`src/rtl/sound_ram_reader.sv`:
```
// Playback reader for the 512x32 sound RAM: fetches a frame's words after each
// msec edge and plays them out one byte (LSB first) per sample_tick.
module sound_ram_reader #(
  parameter int unsigned RD_LAT   = 2,
  parameter logic [7:0]  IDLE_VAL = 8'h80
) (
  input  logic        clk,
  input  logic        reset,
  input  logic        msec,
  input  logic [8:0]  frame_words,
  input  logic        sample_tick,
  input  logic [31:0] q_sound,
  output logic [8:0]  rd_sound,
  output logic [7:0]  sample,
  output logic        sample_stb,
  output logic        underrun,
  output logic        busy
);

  localparam int unsigned AW = 9;
  localparam int unsigned DW = 32;
  localparam int unsigned LW = $clog2(RD_LAT + 1);

  typedef enum logic [1:0] {S_IDLE, S_FETCH, S_WAIT, S_DRAIN} state_t;

  state_t        r_state;
  state_t        w_state_nxt;

  logic          r_msec_d;
  logic [AW-1:0] r_words_left;
  logic [LW-1:0] r_lat;
  logic [DW-1:0] r_hold;
  logic [DW-1:0] r_pre;
  logic          r_hold_v;
  logic          r_pre_v;
  logic [1:0]    r_byte_idx;

  logic          w_fr;
  logic          w_cap;
  logic          w_play;
  logic          w_consume;
  logic          w_last_word;
  logic          w_done;
  logic [DW-1:0] w_hold_nxt;
  logic [DW-1:0] w_pre_nxt;
  logic          w_hold_v_nxt;
  logic          w_pre_v_nxt;

  assign w_fr        = msec & ~r_msec_d;
  assign w_cap       = (r_state == S_FETCH) && (r_lat == LW'(RD_LAT));
  assign w_play      = sample_tick & r_hold_v;
  assign w_consume   = w_play && (r_byte_idx == 2'd3);
  assign w_last_word = (r_words_left == AW'(1));
  assign w_done      = (r_state == S_DRAIN) && w_consume && !r_pre_v;

  // Slot shuffle: consumption promotes pre first, so a captured word lands in
  // whichever slot is free afterwards and nothing is lost or duplicated.
  always_comb begin
    w_hold_nxt   = r_hold;
    w_hold_v_nxt = r_hold_v;
    w_pre_nxt    = r_pre;
    w_pre_v_nxt  = r_pre_v;
    if (w_consume) begin
      w_hold_nxt   = r_pre;
      w_hold_v_nxt = r_pre_v;
      w_pre_v_nxt  = 1'b0;
    end
    if (w_cap) begin
      if (!w_hold_v_nxt) begin
        w_hold_nxt   = q_sound;
        w_hold_v_nxt = 1'b1;
      end else begin
        w_pre_nxt    = q_sound;
        w_pre_v_nxt  = 1'b1;
      end
    end
  end

  // Next-state logic; a frame edge overrides whatever the FSM was doing.
  always_comb begin
    w_state_nxt = r_state;
    if (w_fr) begin
      w_state_nxt = (frame_words != '0) ? S_FETCH : S_IDLE;
    end else begin
      case (r_state)
        S_FETCH: begin
          if (w_cap) begin
            if (w_last_word)                     w_state_nxt = S_DRAIN;
            else if (w_hold_v_nxt && w_pre_v_nxt) w_state_nxt = S_WAIT;
          end
        end
        S_WAIT:  if (w_consume) w_state_nxt = S_FETCH;
        S_DRAIN: if (w_done)    w_state_nxt = S_IDLE;
        default: w_state_nxt = r_state;
      endcase
    end
  end

  always_ff @(posedge clk or posedge reset) begin
    if (reset) r_state <= S_IDLE;
    else       r_state <= w_state_nxt;
  end

  always_ff @(posedge clk or posedge reset) begin
    if (reset) begin
      r_msec_d     <= 1'b0;
      rd_sound     <= '0;
      sample       <= IDLE_VAL;
      sample_stb   <= 1'b0;
      underrun     <= 1'b0;
      busy         <= 1'b0;
      r_words_left <= '0;
      r_lat        <= '0;
      r_hold       <= '0;
      r_pre        <= '0;
      r_hold_v     <= 1'b0;
      r_pre_v      <= 1'b0;
      r_byte_idx   <= '0;
    end else begin
      r_msec_d   <= msec;
      // Tick output uses the state as it was before any same-cycle frame edge.
      sample_stb <= sample_tick;
      underrun   <= sample_tick & busy & ~r_hold_v;
      if (w_play)           sample <= r_hold[{r_byte_idx, 3'b000} +: 8];
      else if (sample_tick) sample <= IDLE_VAL;

      if (w_fr) begin
        r_words_left <= frame_words;
        rd_sound     <= '0;
        r_byte_idx   <= '0;
        r_lat        <= '0;
        r_hold_v     <= 1'b0;
        r_pre_v      <= 1'b0;
        busy         <= (frame_words != '0);
      end else begin
        r_hold   <= w_hold_nxt;
        r_hold_v <= w_hold_v_nxt;
        r_pre    <= w_pre_nxt;
        r_pre_v  <= w_pre_v_nxt;
        r_lat    <= (r_state == S_FETCH && !w_cap) ? r_lat + LW'(1) : '0;
        if (w_play) r_byte_idx <= r_byte_idx + 2'd1;
        if (w_cap) begin
          r_words_left <= r_words_left - AW'(1);
          if (!w_last_word) rd_sound <= rd_sound + AW'(1);
        end
        if (w_done) busy <= 1'b0;
      end
    end
  end

endmodule

```
`config.mk`:
```
export PLATFORM = sky130hd
export DESIGN_NAME = sound_ram_reader
export DESIGN_NICKNAME = d
export VERILOG_FILES = /design/src/rtl/sound_ram_reader.sv
export SDC_FILE = /design/constraint.sdc
export NUM_CORES = 1
export LEC_CHECK = 0
export ABC_AREA = 1
export CAP_MARGIN = 20
export CORE_MARGIN = 2
export CORE_UTILIZATION = 50
export CTS_CLUSTER_DIAMETER = 80
export DETAILED_ROUTE_END_ITERATION = 6
export GPL_TIMING_DRIVEN = 1
export PLACE_DENSITY = 0.83
export SYNTH_ARGS = -nofsm -noshare
export SYNTH_HDL_FRONTEND = slang
export SYNTH_SLANG_ARGS = --single-unit
```
`constraint.sdc`:
```
create_clock -name clk -period 4 [get_ports clk]
set_input_delay 0.8 -clock clk [delete_from_list [all_inputs] [get_ports clk]]
set_output_delay 0.8 -clock clk [all_outputs]
set_load 0.01 [all_outputs]
```
==> results_dict.tcl <==
set metrics [dict create \
    area_growth_pct 19.2 \
    synthTopCellsByCount "dfrtp_1 (101), nand2_1 (71), nand3_1 (60)" \
    vdd_drop_max_uv 286 \
    total_power_mw 2.54 \
    synth_warnings 0 \
    seq_area_mm2 0.00255 \
    pin_count 65 \
    via_per_inst 5.68 \
    grt_pass1_vias 3945 \
    clk_latency_ps 380 \
    multi_input_area_mm2 0.00217 \
    synth_most_common_cell "dfrtp_1" \
    clk_pin_slew_ps 100 \
    r2r-start "r_byte_idx[0]$_DFFE_PP0P_" \
    dp_hpwl_um 7820 \
    setup.worst_path.class "register to register" \
    gp_congestion 0.848 \
    syn_avg_cell_area_um2 9.47 \
    slew_headroom_pct 48.9 \
    startpoint "r_byte_idx[0]$_DFFE_PP0P_" \
    setup_viol 0 \
    place_area_mm2 0.00575 \
    ctsRootBufferMaster "clkbuf_8" \
    finalMaxSlewViolations 0 \
    holdCritPathClass "register to register" \
    synth_seq_cells 102 \
    status "complete, no violations" \
    drtIter0Drc 231 \
    reg2reg_slack_ps 1270 \
    core_area_mm2 0.00977 \
    required_ps 4260 \
    drt-total-wl_um 11300 \
    first_pass_iters 7 \
    r2r-end "r_pre[28]$_DFFE_PP0P_" \
    clock-sinks 102 \
    rows 36 \
    initial_core_util_pct 51.4 \
    vias 4090 \
    fin_setup_tns_ps 0 \
    cp-endpoint "r_pre[28]$_DFFE_PP0P_" \
    avgRoutedWirePerCell_um 15.7 \
    crit_fanout 33 \
    tightest_slew_ps 767 \
    grtUsageTotal_pct 21.7 \
    leakage_nw 2.77 \
    fp.dieH_um 104 \
    end_kind "register" \
    synth_top_cell_by_area "dfrtp_1" \
    grt_max_degree 66 \
    synthArstFlopShare_pct 100 \
    powerDensity_mw_per_mm2 424 \
    cts_setup_buffers 0 \
    grt_pass1_wl_um 18900 \
    synth_area_leaders "dfrtp_1 (50%), mux2_4 (8.4%), nand3_1 (6.0%), nand2_1 (5.3%), a21oi_1 (4.5%)" \
    reg2regPathDepth 6 \
    cts_made_buffers 9 \
    arrival_ps 3000 \
    grt_overflow 0 \
    syn_inst 530 \
    antenna_cells 0 \
    utilization_pct 61.2 \
    fin_crit_sh_pct 68.3 \
    rsz0062_at_grt "no" \
    layout_min_cycle_time_ps 2730 \
    cap_violations 0 \
    drc 0 \
    cts_tree "done" \
    start_kind "register" \
    cts_buffer_depth 2 \
    numPortBuffers 64 \
    synth_edf_count 0 \
    synth_cell_types 35 \
    hold_violations 0 \
    synth.net_count 580 \
    drive_gt1_share_pct 11.6 \
    final_area_mm2 0.00598 \
    syn_area_mm2 0.00502 \
    ctsHtreeMaxLevel 3 \
    dieArea_mm2 0.0109 \
    hold_slack_ps 435 \
    post_cts_resize_count 0 \
    fill_cells 819 \
    num-nets-final 632 \
    max_freq_mhz 366 \
    skew_ps 9.99 \
    synth_top_area_share_pct 50.3 \
    die_w_um 104 \
    ys.flop_type "dfrtp_1" \
    hold_buffers 0 \
    ys_seq_area_share_pct 50.9 \
    antenna_found_initial 0 \
    ant_nets 0 \
]
[worst min-delay path by stage]
| stage | from | to | slack [ps] | depth (start not counted) |
|---|---|---|---|---|
| 3_3_place_gp | r_lat[0]$_DFF_PP0_ | r_lat[0]$_DFF_PP0_ | 410 | 1 |
| 6_report | r_lat[0]$_DFF_PP0_ | r_lat[0]$_DFF_PP0_ | 440 | 1 |
| 4_1_cts | r_lat[0]$_DFF_PP0_ | r_lat[0]$_DFF_PP0_ | 440 | 1 |
| 2_1_floorplan | r_lat[0]$_DFF_PP0_ | r_lat[0]$_DFF_PP0_ | 400 | 1 |
| 5_1_grt | r_lat[0]$_DFF_PP0_ | r_lat[0]$_DFF_PP0_ | 460 | 1 |
| 3_5_place_dp | r_lat[0]$_DFF_PP0_ | r_lat[0]$_DFF_PP0_ | 420 | 1 |
[state kept, by name (all words and copies together) (netlist names)]
signal / count
r_hold_v: 1
r_words_left: 9
r_pre: 32
r_pre_v: 1
busy: 1
sample_stb: 1
r_byte_idx: 2
r_state: 2
r_msec_d: 1
rd_sound: 9
sample: 8
r_hold: 32
underrun: 1
r_lat: 2
[power by group]
part | total [mW] | leakage [nW] | switching, mW | internal [mW]
logic | 0.466 | 1.30 | 0.249 | 0.217
registers | 1.33 | 1.35 | 0.128 | 1.20
clock network | 0.742 | 0.116 | 0.355 | 0.386
[critical path, stage by stage (launching register included)]
cell	delay (ps)
dfrtp_1	820
ha_1	320
nand3_1	110
nand2_1	420
inv_2	90
nand2_4	480
mux2_1	370
[final cells by class]
class                           count  area share [%]
Tap cell                          133            2.78
Clock inverter                      5            1.36
Timing Repair Buffer               73            11.8
Sequential cell                   102            42.7
Multi-Input combinational cell    357            36.3
Clock buffer                       11            2.53
Inverter                           39            2.49
[placed cells by master (no fill, tap or decap), types with 9 or more instances in the layout]
cell type,count
nor2_1,23
buf_4,9
nand3_1,60
nand2_1,71
o21ai_0,44
a21oi_1,45
o21ai_1,10
clkbuf_8,11
a31oi_1,32
inv_1,30
dfrtp_1,101
mux2_4,28
clkdlybuf4s50_1,64
[logic make-up (layout without fill, tap and decap cells)]
logic type / Yosys count / count (layout) / synth area share (%)
xor gates and xnor gates: 6 / 6 / 1.05
AOI/OAI and AO/OA: 148 / 148 / 16.8
muxes: 31 / 31 / 9.05
buffers and inverters: 71 / 128 / 5.86
adders and majority gates: 5 / 5 / 1.25
and+or+nand+nor: 167 / 167 / 15.1
DFF: 102 / 102 / 50.9
[per-layer routing]
| layer | routed length [um] | track usage (%) | up-vias | share of wire (%) |
|---|---|---|---|---|
| met2 | 5600 | 36.7 | 126 | 49 |
| met5 | 0 | 0 | - | 0 |
| li1 | - | - | 1966 | - |
| met3 | 599 | 4.32 | 9 | 5.3 |
| met4 | 133 | 6.27 | 0 | 1.2 |
| met1 | 4980 | 28.4 | 1989 | 44 |
[stage by stage]
stage	setup slack [ps]	instances
final	1270	720
after global routing	1030	720
after CTS	1300	720
after detailed placement	1000	704
after global placement	1080	704
after floorplan	526	530
(Power assumes the default switching activity.)
